$ cat config.mk
export PLATFORM = sky130hd
export DESIGN_NAME = rx_sweep_sched_flat
export DESIGN_NICKNAME = d
export VERILOG_FILES = /design/src/rtl/rx_sweep_pkg.sv /design/src/rtl/rx_sweep_sched_if.sv /design/src/rtl/rx_sweep_hold.sv /design/src/rtl/rx_sweep_sched.sv /design/src/flat_wrapper.sv
export SDC_FILE = /design/constraint.sdc
export NUM_CORES = 1
export LEC_CHECK = 0
export CORE_MARGIN = 10
export CORE_UTILIZATION = 45
export CTS_CLUSTER_DIAMETER = 120
export DETAILED_ROUTE_END_ITERATION = 7
export PLACE_DENSITY = 0.79
export SYNTH_ARGS = -nofsm -noshare
export SYNTH_HDL_FRONTEND = slang
export SYNTH_SLANG_ARGS = --single-unit
$ cat constraint.sdc
create_clock -name clk -period 4.2 [get_ports clk]
set_clock_uncertainty 0.05 [all_clocks]
set_input_delay 0.84 -clock clk [delete_from_list [all_inputs] [get_ports clk]]
set_output_delay 0.84 -clock clk [all_outputs]
set_load 0.1 [all_outputs]
$ cat src/rtl/rx_sweep_pkg.sv
// Shared types and constants for the receiver sweep scheduler.
// Used by rx_sweep_sched, rx_sweep_hold and rx_sweep_sched_if.
package rx_sweep_pkg;

    localparam int IQ_W = 24;
    localparam logic [1:0] TUSER_SOF = 2'b01;
    localparam int MAX_NR = 8;

    typedef enum logic [1:0] {
        IDLE,
        SEND_I,
        SEND_Q
    } state_t;

    // Number of receivers taking part in a sweep: channels+1, clamped to the build size.
    function automatic logic [3:0] active_count(input logic [3:0] channels, input int nr);
        int n;
        n = int'(channels) + 1;
        if (n > nr) n = nr;
        if (n > MAX_NR) n = MAX_NR;
        return 4'(n);
    endfunction

endpackage

$ cat src/rtl/rx_sweep_sched_if.sv
// AXI-stream style output bus of rx_sweep_sched towards the usiq_fifo write port.
interface rx_sweep_sched_if;
    import rx_sweep_pkg::*;

    logic [IQ_W-1:0] rx_tdata;
    logic            rx_tvalid;
    logic            rx_tready;
    logic            rx_tlast;
    logic [1:0]      rx_tuser;

    modport master (
        output rx_tdata,
        output rx_tvalid,
        output rx_tlast,
        output rx_tuser,
        input  rx_tready
    );

    modport slave (
        input  rx_tdata,
        input  rx_tvalid,
        input  rx_tlast,
        input  rx_tuser,
        output rx_tready
    );

endinterface

$ cat src/rtl/rx_sweep_hold.sv
// Per-receiver sample holding register with pending and sticky overrun flags.
// With RX_SWEEP_OVR_CNT_EN defined, also carries a saturating overrun counter (ovr_cnt).
module rx_sweep_hold
    import rx_sweep_pkg::*;
#(
    parameter int CNT_W = 16
) (
    input  logic              clk,
    input  logic              rst,
    input  logic              cap,
    input  logic              rel,
    input  logic              flush,
    input  logic              clr,
    input  logic [2*IQ_W-1:0] din,
    output logic [2*IQ_W-1:0] hold,
    output logic              pend,
    output logic              ovr
`ifdef RX_SWEEP_OVR_CNT_EN
    ,
    output logic [CNT_W-1:0]  ovr_cnt
`endif
);

    logic ovr_ev;

    // A sample arriving while its predecessor's Q word is being accepted is a refill, not an overrun.
    assign ovr_ev = cap && pend && !rel;

    always_ff @(posedge clk) begin
        if (rst) begin
            hold <= '0;
            pend <= 1'b0;
            ovr  <= 1'b0;
        end else begin
            if (cap && (!pend || rel)) hold <= din;

            if (flush)     pend <= 1'b0;
            else if (cap)  pend <= 1'b1;
            else if (rel)  pend <= 1'b0;

            if (ovr_ev)    ovr <= 1'b1;
            else if (clr)  ovr <= 1'b0;
        end
    end

`ifdef RX_SWEEP_OVR_CNT_EN
    always_ff @(posedge clk) begin
        if (rst) begin
            ovr_cnt <= '0;
        end else if (ovr_ev) begin
            if (clr)             ovr_cnt <= CNT_W'(1);
            else if (!(&ovr_cnt)) ovr_cnt <= ovr_cnt + CNT_W'(1);
        end else if (clr) begin
            ovr_cnt <= '0;
        end
    end
`endif

endmodule

$ cat src/rtl/rx_sweep_sched.sv
// Round-robin scheduler: one IQ sample per active receiver, emitted as a tlast-framed sweep.
// Optional macro RX_SWEEP_OVR_CNT_EN adds per-channel saturating overrun counters (ovr_cnt).
module rx_sweep_sched
    import rx_sweep_pkg::*;
#(
    parameter int NR    = 1,
    parameter int CNT_W = 16
) (
    input  logic                 clk,
    input  logic                 rst,
    input  logic [3:0]           channels,
    input  logic [NR-1:0]        ch_valid,
    input  logic [NR*48-1:0]     ch_data,
    rx_sweep_sched_if.master     rx,
    output logic [NR-1:0]        overrun,
    input  logic                 clr_status
`ifdef RX_SWEEP_OVR_CNT_EN
    ,
    output logic [NR*CNT_W-1:0]  ovr_cnt
`endif
);

    localparam int IDX_W = (NR > 1) ? $clog2(NR) : 1;

    state_t            state_q, state_d;
    logic [IDX_W-1:0]  idx_q, idx_d, idx_inc;
    logic [3:0]        act_r, act_next, nact;
    logic [2*IQ_W-1:0] hold [NR];
    logic [NR-1:0]     pend, act_mask, keep_mask, cap, rel, flush;
    logic              all_pend, accept, q_accept, last_ch;
    logic              tvalid_q, tvalid_d, tlast_q, tlast_d;
    logic [1:0]        tuser_q, tuser_d;
    logic [IQ_W-1:0]   tdata_q, tdata_d;

    assign nact     = active_count(channels, NR);
    assign act_next = (state_q == IDLE) ? nact : act_r;
    assign accept   = tvalid_q && rx.rx_tready;
    assign q_accept = accept && (state_q == SEND_Q);
    assign idx_inc  = idx_q + IDX_W'(1);
    assign last_ch  = (4'(idx_q) == act_r - 4'd1);

    always_ff @(posedge clk) begin
        if (rst)                   act_r <= 4'd1;
        else if (state_q == IDLE)  act_r <= nact;
    end

    // Channels beyond the upcoming active count are flushed on the same edge act_r shrinks.
    always_comb begin
        act_mask  = '0;
        keep_mask = '0;
        rel       = '0;
        for (int unsigned k = 0; k < NR; k++) begin
            act_mask[k]  = 4'(k) < act_r;
            keep_mask[k] = 4'(k) < act_next;
            rel[k]       = q_accept && (idx_q == IDX_W'(k));
        end
    end

    assign cap      = ch_valid & act_mask;
    assign flush    = ~keep_mask;
    assign all_pend = &(pend | ~keep_mask);

    for (genvar k = 0; k < NR; k++) begin : g_ch
        rx_sweep_hold #(.CNT_W(CNT_W)) u_hold (
            .clk     (clk),
            .rst     (rst),
            .cap     (cap[k]),
            .rel     (rel[k]),
            .flush   (flush[k]),
            .clr     (clr_status),
            .din     (ch_data[48*k +: 48]),
            .hold    (hold[k]),
            .pend    (pend[k]),
            .ovr     (overrun[k])
`ifdef RX_SWEEP_OVR_CNT_EN
            ,
            .ovr_cnt (ovr_cnt[CNT_W*k +: CNT_W])
`endif
        );
    end

    always_ff @(posedge clk) begin
        if (rst) begin
            state_q  <= IDLE;
            idx_q    <= '0;
            tvalid_q <= 1'b0;
            tlast_q  <= 1'b0;
            tuser_q  <= '0;
            tdata_q  <= '0;
        end else begin
            state_q  <= state_d;
            idx_q    <= idx_d;
            tvalid_q <= tvalid_d;
            tlast_q  <= tlast_d;
            tuser_q  <= tuser_d;
            tdata_q  <= tdata_d;
        end
    end

    // Next-word values are computed here and registered, so outputs only move on accept.
    always_comb begin
        state_d  = state_q;
        idx_d    = idx_q;
        tvalid_d = tvalid_q;
        tlast_d  = tlast_q;
        tuser_d  = tuser_q;
        tdata_d  = tdata_q;
        case (state_q)
            IDLE: begin
                if (all_pend) begin
                    state_d  = SEND_I;
                    idx_d    = '0;
                    tvalid_d = 1'b1;
                    tdata_d  = hold[0][2*IQ_W-1:IQ_W];
                    tuser_d  = TUSER_SOF;
                    tlast_d  = 1'b0;
                end
            end
            SEND_I: begin
                if (accept) begin
                    state_d = SEND_Q;
                    tdata_d = hold[idx_q][IQ_W-1:0];
                    tuser_d = '0;
                    tlast_d = last_ch;
                end
            end
            SEND_Q: begin
                if (accept) begin
                    tuser_d = '0;
                    tlast_d = 1'b0;
                    if (last_ch) begin
                        state_d  = IDLE;
                        tvalid_d = 1'b0;
                    end else begin
                        state_d = SEND_I;
                        idx_d   = idx_inc;
                        tdata_d = hold[idx_inc][2*IQ_W-1:IQ_W];
                    end
                end
            end
            default: state_d = IDLE;
        endcase
    end

    assign rx.rx_tvalid = tvalid_q;
    assign rx.rx_tdata  = tdata_q;
    assign rx.rx_tuser  = tuser_q;
    assign rx.rx_tlast  = tlast_q;

endmodule

$ cat src/flat_wrapper.sv
// flat-port wrapper written by rule: the top's interface ports become plain ports
module rx_sweep_sched_flat import rx_sweep_pkg::*;
#(
    parameter int NR    = 1,
    parameter int CNT_W = 16
)
  (clk, rst, channels, ch_valid, ch_data, overrun, clr_status, rx_rx_tdata, rx_rx_tvalid, rx_rx_tlast, rx_rx_tuser, rx_rx_tready);
  rx_sweep_sched_if rx_i ();
  input  logic clk;
  input  logic rst;
  input  logic [3:0] channels;
  input  logic [NR-1:0] ch_valid;
  input  logic [NR*48-1:0] ch_data;
  output logic [NR-1:0] overrun;
  input  logic clr_status;
  output wire logic [$bits(rx_i.rx_tdata)-1:0] rx_rx_tdata;
  output wire logic [$bits(rx_i.rx_tvalid)-1:0] rx_rx_tvalid;
  output wire logic [$bits(rx_i.rx_tlast)-1:0] rx_rx_tlast;
  output wire logic [$bits(rx_i.rx_tuser)-1:0] rx_rx_tuser;
  input wire logic [$bits(rx_i.rx_tready)-1:0] rx_rx_tready;
  assign rx_rx_tdata = rx_i.rx_tdata;
  assign rx_rx_tvalid = rx_i.rx_tvalid;
  assign rx_rx_tlast = rx_i.rx_tlast;
  assign rx_rx_tuser = rx_i.rx_tuser;
  assign rx_i.rx_tready = rx_rx_tready;
  rx_sweep_sched #(.NR(NR), .CNT_W(CNT_W)) u_core (.clk(clk), .rst(rst), .channels(channels), .ch_valid(ch_valid), .ch_data(ch_data), .rx(rx_i), .overrun(overrun), .clr_status(clr_status));
endmodule
Word level (Yosys, flattened, before mapping)
Index checks and enable logic that the tools add are counted.
Widths: inputs -> output; s select.

word-level totals
  word-level logic and storage cells = 87
  flip-flop bits (word level) = 85
  bits of input ports = 57

operators by class
  muxes and demuxes = 32
  $add $sub $neg = 3
  $lt $le $gt $ge = 6
  reductions and logical operators = 23
  equal/unequal tests = 9
  bitwise logic cells = 4

operators by type and width
  operator             number
  $mux 24              5
  $pmux 24 s3          1
  $mux 48              1
  $gt 32x2->1 const B  1
  $mux 1               13
  $reduce_and 4->1     3
  $ne 2x1->1 const B   5
  $lt 1x4->1 const A   2
  $mux 2               4
  $mux 4               2
  $reduce_bool 2->1    4
  $logic_and 1x1->1    6
  $pmux 2 s3           1
  $reduce_and 3->1     2
  $add 4x1->5 const B  1
  $gt 5x4->1 const B   1
  $mux 5               1
  $reduce_and 5->1     1
  $eq 1x4->1           1
  $pmux 1 s2           2
  $pmux 2 s2           1
  $reduce_or 2->1      2
  $sub 4x1->4 const B  1
  $pmux 1 s3           1
  other kinds (12)     15

Depth between registers and ports, before layout
  word-level depth = 11
  gate-level depth with buffers = 10
  depth with buffers taken out = 7

Cells and area by module
From an unflattened synthesis, not the netlist that was laid out.

second synthesis, totals
  cells, all modules = 421
  area, all modules = 4279.1 µm²

modules (own cells, without submodules)
  module          cells an instance  instances  area an instance (µm²)  seq. area each (µm²)
  rx_sweep_hold   217                1          2245.9                  1001.0
  rx_sweep_sched  204                1          2033.2                  680.7

Worst setup path before layout
Ideal clock, no wire load.

  kind = input port to flip-flop
  start = input port channels[0]
  end = register u_core.state_q[1]
  data arrival time = 2.308 ns
  buffers on the path = 2
  library setup time = 0.128 ns
  path slack = 1.715 ns
  cell stages on the path = 8
  cells stage by stage = ha_1 > and3b_1 > o211a_4 > o221ai_4 > buf_4 > buf_4 > mux2i_1 > nor2_1

between the ends
  word-level cells in the longest chain between the ends = 11

RTL lines
  what                                 line                  RTL
  start: declaration                   flat_wrapper.sv:11    input logic [3:0] channels;
  $add 4x1->5 *                        rx_sweep_pkg.sv:18    n = int'(channels) + 1;
  $gt 32x2->1                          rx_sweep_pkg.sv:19    if (n > nr) n = nr;
  $mux 5 *                             rx_sweep_pkg.sv:19
  $gt 5x4->1                           rx_sweep_pkg.sv:20    if (n > MAX_NR) n = MAX_NR;
  $mux 4 *                             rx_sweep_pkg.sv:20
  $mux 4 *                             -
  $lt 1x4->1 *                         rx_sweep_sched.sv:54  keep_mask[k] = 4'(k) < act_next;
  $not 1->1 (no source line) *         -
  $or 1x1->1 *                         rx_sweep_sched.sv:61  assign all_pend = &(pend | ~keep_mask);
  $ne 2x1->1 (no source line) *        -
  $reduce_and 3->1 (no source line) *  -
  end signal: assignment               rx_sweep_sched.sv:91  state_q <= state_d;
  end: declaration                     rx_sweep_sched.sv:25  state_t state_q, state_d;

Every way passes the cells marked *; elsewhere a longest branch is shown, timed or not.
A chain may end at the register's enable or synchronous reset.

Worst setup path after layout
  start = input port channels[0]
  end = register u_core.tdata_q[4] (netlist: u_core.rx.rx_tdata[4])

between the ends
  word-level cells in the longest chain between the ends = 11

RTL lines
  what                                 line                  RTL
  $add 4x1->5 *                        rx_sweep_pkg.sv:18
  $gt 32x2->1                          rx_sweep_pkg.sv:19
  $mux 5 *                             rx_sweep_pkg.sv:19
  $gt 5x4->1                           rx_sweep_pkg.sv:20
  $mux 4 *                             rx_sweep_pkg.sv:20
  $mux 4 *                             -
  $lt 1x4->1 *                         rx_sweep_sched.sv:54
  $not 1->1 (no source line) *         -
  $or 1x1->1 *                         rx_sweep_sched.sv:61
  $ne 2x1->1 (no source line) *        -
  $reduce_and 5->1 (no source line) *  -
  end signal: assignment               rx_sweep_sched.sv:96  tdata_q <= tdata_d;
  end: declaration                     rx_sweep_sched.sv:33  logic [IQ_W-1:0] tdata_q, tdata_d;

Marked as above.

==> results.json <==
{
  "outcome": "finished, final reports clean",
  "timing.max_slew.rel_slack_pct": 31.8,
  "primary_ff_master_synth": "sky130_fd_sc_hd__dfxtp_1",
  "tightestPinTransition_ns": 1.02,
  "number_of_resized_instances_in_the_post_cts_repair_step": 0,
  "crit_required_ns": 4.42,
  "use_met1_pct": 16.9,
  "synth_fp_nets": 509,
  "crit_path_cell_trace": "clkdlybuf4s50_1, inv_1, ha_1, nor3b_2, a31oi_2, o221ai_4, buf_12, or3_1, a21oi_1",
  "post_synth_inst_count": 444,
  "die_h_um": 111,
  "power-per-cell-area_nw_per_um2": 524,
  "place.gp.congestion": 0.791,
  "place_inst": 602,
  "drt_first_iter_violations": 145,
  "numCtsBuffers": 9,
  "final_max_slew_viol_count": 0,
  "cap_violations": 0,
  "avgViaCountPerCell": 5.11,
  "critical_path.n_buffers_inverters": 3,
  "post-synth-top-area-fraction_pct": 45.4,
  "worst-setup-path-type": "input pin to flop",
  "unrepaired_setup_endpoints_after_global_routing": "false",
  "post-layout-total-power_w": 0.00248,
  "critPathLaunchType": "input pin",
  "synth.ff_latch_count": 84,
  "finalCriticalPeriod_ns": 2.83,
  "period_share_pct": 67.3,
  "maximum_number_of_pins_on_one_net_before_global_route_repair": 54,
  "h_tree_depth": 3,
  "die-width_um": 111,
  "path_max_fanout": 53,
  "cpMaxStageDelayCell": "sky130_fd_sc_hd__clkdlybuf4s50_1",
  "totalWireLength_um": 8880,
  "route.vias.total": 3151,
  "gr-usage-met3_pct": 4.33,
  "report.final.hold_viol_count": 0,
  "num-nets-final": 573,
  "synth_area_per_cell_um2": 8.35,
  "yosys_warnings": 0,
  "synth_area_um2": 3710,
  "grt.total_usage_pct": 14.3,
  "critical_path_depth": 9,
  "diodes": 0,
  "clkSinkCount": 84,
  "first_global_vias": 3112,
  "root_buffer": "sky130_fd_sc_hd__clkbuf_8",
  "synth-async-reset-ratio_pct": 0,
  "hp-class": "flop to flop",
  "fin_ws_ns": 1.37,
  "worst_setup_hold_path_clk_slew_ns": 0.08,
  "antenna_found_initial": 0,
  "tns_ns": 0,
  "cts_tree": "yes",
  "timing.reg2reg.worst_path_depth": 7,
  "fin_hold_ws_ns": 0.405,
  "cts-root-to-sink-buffers": 2,
  "placement_rows": 33,
  "buffer_ports.inserted": 84,
  "multiInputGateArea_um2": 1830,
  "grt_first_pass_wirelength_um": 14800,
  "flow.area_growth_from_synthesis_pct": 27.7,
  "cp.arrival_ns": 3.05,
  "antenna_violating_nets_post_route": 0,
  "layout-drive-gt1-share_pct": 5.47,
  "regArea_um2": 1680,
  "yosysSeqAreaShare_pct": 45.4,
  "setup_viol": 0,
  "cts_setup_buffers": 0,
  "ir_worst_vdd_mv": 0.222,
  "synth_most_common_cell": "sky130_fd_sc_hd__nand2_1",
  "grt_util_met2_pct": 23.5,
  "drcViolationCount": 0,
  "placeableCoreArea_um2": 8130,
  "yosys.cell_types.count": 44,
  "wire_per_inst_um": 14.4,
  "netlist.top_cell.by_area": "sky130_fd_sc_hd__dfxtp_1",
  "netlist_top_cells_area": "sky130_fd_sc_hd__dfxtp_1 (45%), sky130_fd_sc_hd__a21oi_1 (10%), sky130_fd_sc_hd__nand2_1 (10%)",
  "clock_latency_ns": 0.35,
  "fillerInstances": 720,
  "max_freq_mhz": 354,
  "critPathMaxStageDelay_ns": 0.55,
  "grt_overflow": 0,
  "top_level_ports": 86,
  "synth_edf_count": 0,
  "floorplan.initialDensity_pct": 45.6,
  "synthTopCellsByCount": "sky130_fd_sc_hd__nand2_1 (100), sky130_fd_sc_hd__dfxtp_1 (84), sky130_fd_sc_hd__a21oi_1 (75)",
  "drt_pre_antenna_iters": 4,
  "endpoint_kind": "flop",
  "grt-busiest-layer": "met2",
  "dpl.hpwl_um": 6360,
  "finish.cell_count_without_fillers": 617,
  "fp.dieArea_um2": 12300,
  "power_leakage_nw": 1.69,
  "postCtsHoldBufs": 0,
  "number_of_cells_on_the_worst_hold_path": 2,
  "cp_top_family": "buffers and inverters",
  "detailedPlace.worstSlack_ns": 1.03
}
-- final cells by class --
type | count | area share (%)
multi-input cells | 316 | 38.6
flip-flops and latches | 84 | 35.5
repair buffers | 88 | 18.6
well taps | 105 | 2.78
clock buffers | 10 | 2.70
clock inverters | 5 | 1.14
inverters | 9 | 0.714
-- metrics by stage --
step	cell area, um^2	utilization [%]
after CTS	4730	58.2
after global placement	4550	55.9
after floorplan	3710	-
after global routing	4730	58.2
after detailed placement	4550	55.9
final	4730	58.2
-- report_power, final --
part | total (W) | switching, W | internal (W)
sequential | 0.000930 | 0.0000534 | 0.000876
combinational | 0.000997 | 0.000669 | 0.000328
clock | 0.000551 | 0.000281 | 0.000270
-- worst paths after layout --
path | from | endpoint | slack, ns
min | u_core.g_ch[0].u_hold.hold[24] | u_core.g_ch[0].u_hold.hold[24] | 0.41
min reg2reg | u_core.g_ch[0].u_hold.hold[24] | u_core.g_ch[0].u_hold.hold[24] | 0.41
max | channels[0] | u_core.rx.rx_tdata[4] | 1.37
max reg2reg | u_core.act_r[0] | u_core.g_ch[0].u_hold.hold[11] | 1.71
-- sequential cells by signal, summed over array words and instances (netlist names) --
signal	count
u_core.idx_q	1
u_core.act_r	4
u_core.g_ch.u_hold.pend	1
u_core.rx.rx_tvalid	1
u_core.state_q	2
u_core.g_ch.u_hold.hold	48
u_core.rx.rx_tdata	24
u_core.g_ch.u_hold.ovr	1
u_core.rx.rx_tlast	1
u_core.rx.rx_tuser	1
-- layer usage --
| layer | wire [um] | share of wire, % | up-vias |
|---|---|---|---|
| li1 | - | - | 1643 |
| met1 | 4000 | 45 | 1424 |
| met2 | 4210 | 47 | 72 |
| met3 | 532 | 6.0 | 12 |
| met4 | 142 | 1.6 | 0 |
| met5 | 0 | 0 | - |
-- cells in the final DEF (no fill, tap or decap), types with 3 or more instances in the layout --
cell,count
sky130_fd_sc_hd__clkbuf_8,9
sky130_fd_sc_hd__a21oi_1,75
sky130_fd_sc_hd__ha_1,7
sky130_fd_sc_hd__clkinv_2,3
sky130_fd_sc_hd__nor2b_1,3
sky130_fd_sc_hd__inv_1,9
sky130_fd_sc_hd__nor2_1,7
sky130_fd_sc_hd__or3_1,24
sky130_fd_sc_hd__nand3_1,5
sky130_fd_sc_hd__buf_4,3
sky130_fd_sc_hd__mux2i_1,25
sky130_fd_sc_hd__o21ai_0,10
sky130_fd_sc_hd__nand2_1,100
sky130_fd_sc_hd__o21ai_1,19
sky130_fd_sc_hd__nand2b_1,6
sky130_fd_sc_hd__dfxtp_1,84
sky130_fd_sc_hd__clkdlybuf4s50_1,83
-- cells by family after synthesis --
group / synth area share [%]
xor+xnor: 0.709
simple gates: 19.4
other cells: 0.101
buf+inv: 5.71
flops: 45.4
mux: 6.75
fa+ha+maj: 2.70
compound gates: 19.2
-- worst reg2reg max path: stages (launching register included) --
cell                       delay, ns
sky130_fd_sc_hd__dfxtp_1        0.37
sky130_fd_sc_hd__inv_1          0.09
sky130_fd_sc_hd__ha_1           0.18
sky130_fd_sc_hd__inv_1          0.05
sky130_fd_sc_hd__o31ai_1        0.53
sky130_fd_sc_hd__nand2b_2       0.82
sky130_fd_sc_hd__nand2_1        0.18
sky130_fd_sc_hd__a21oi_1        0.17
Power figures use the tool's default switching activity.
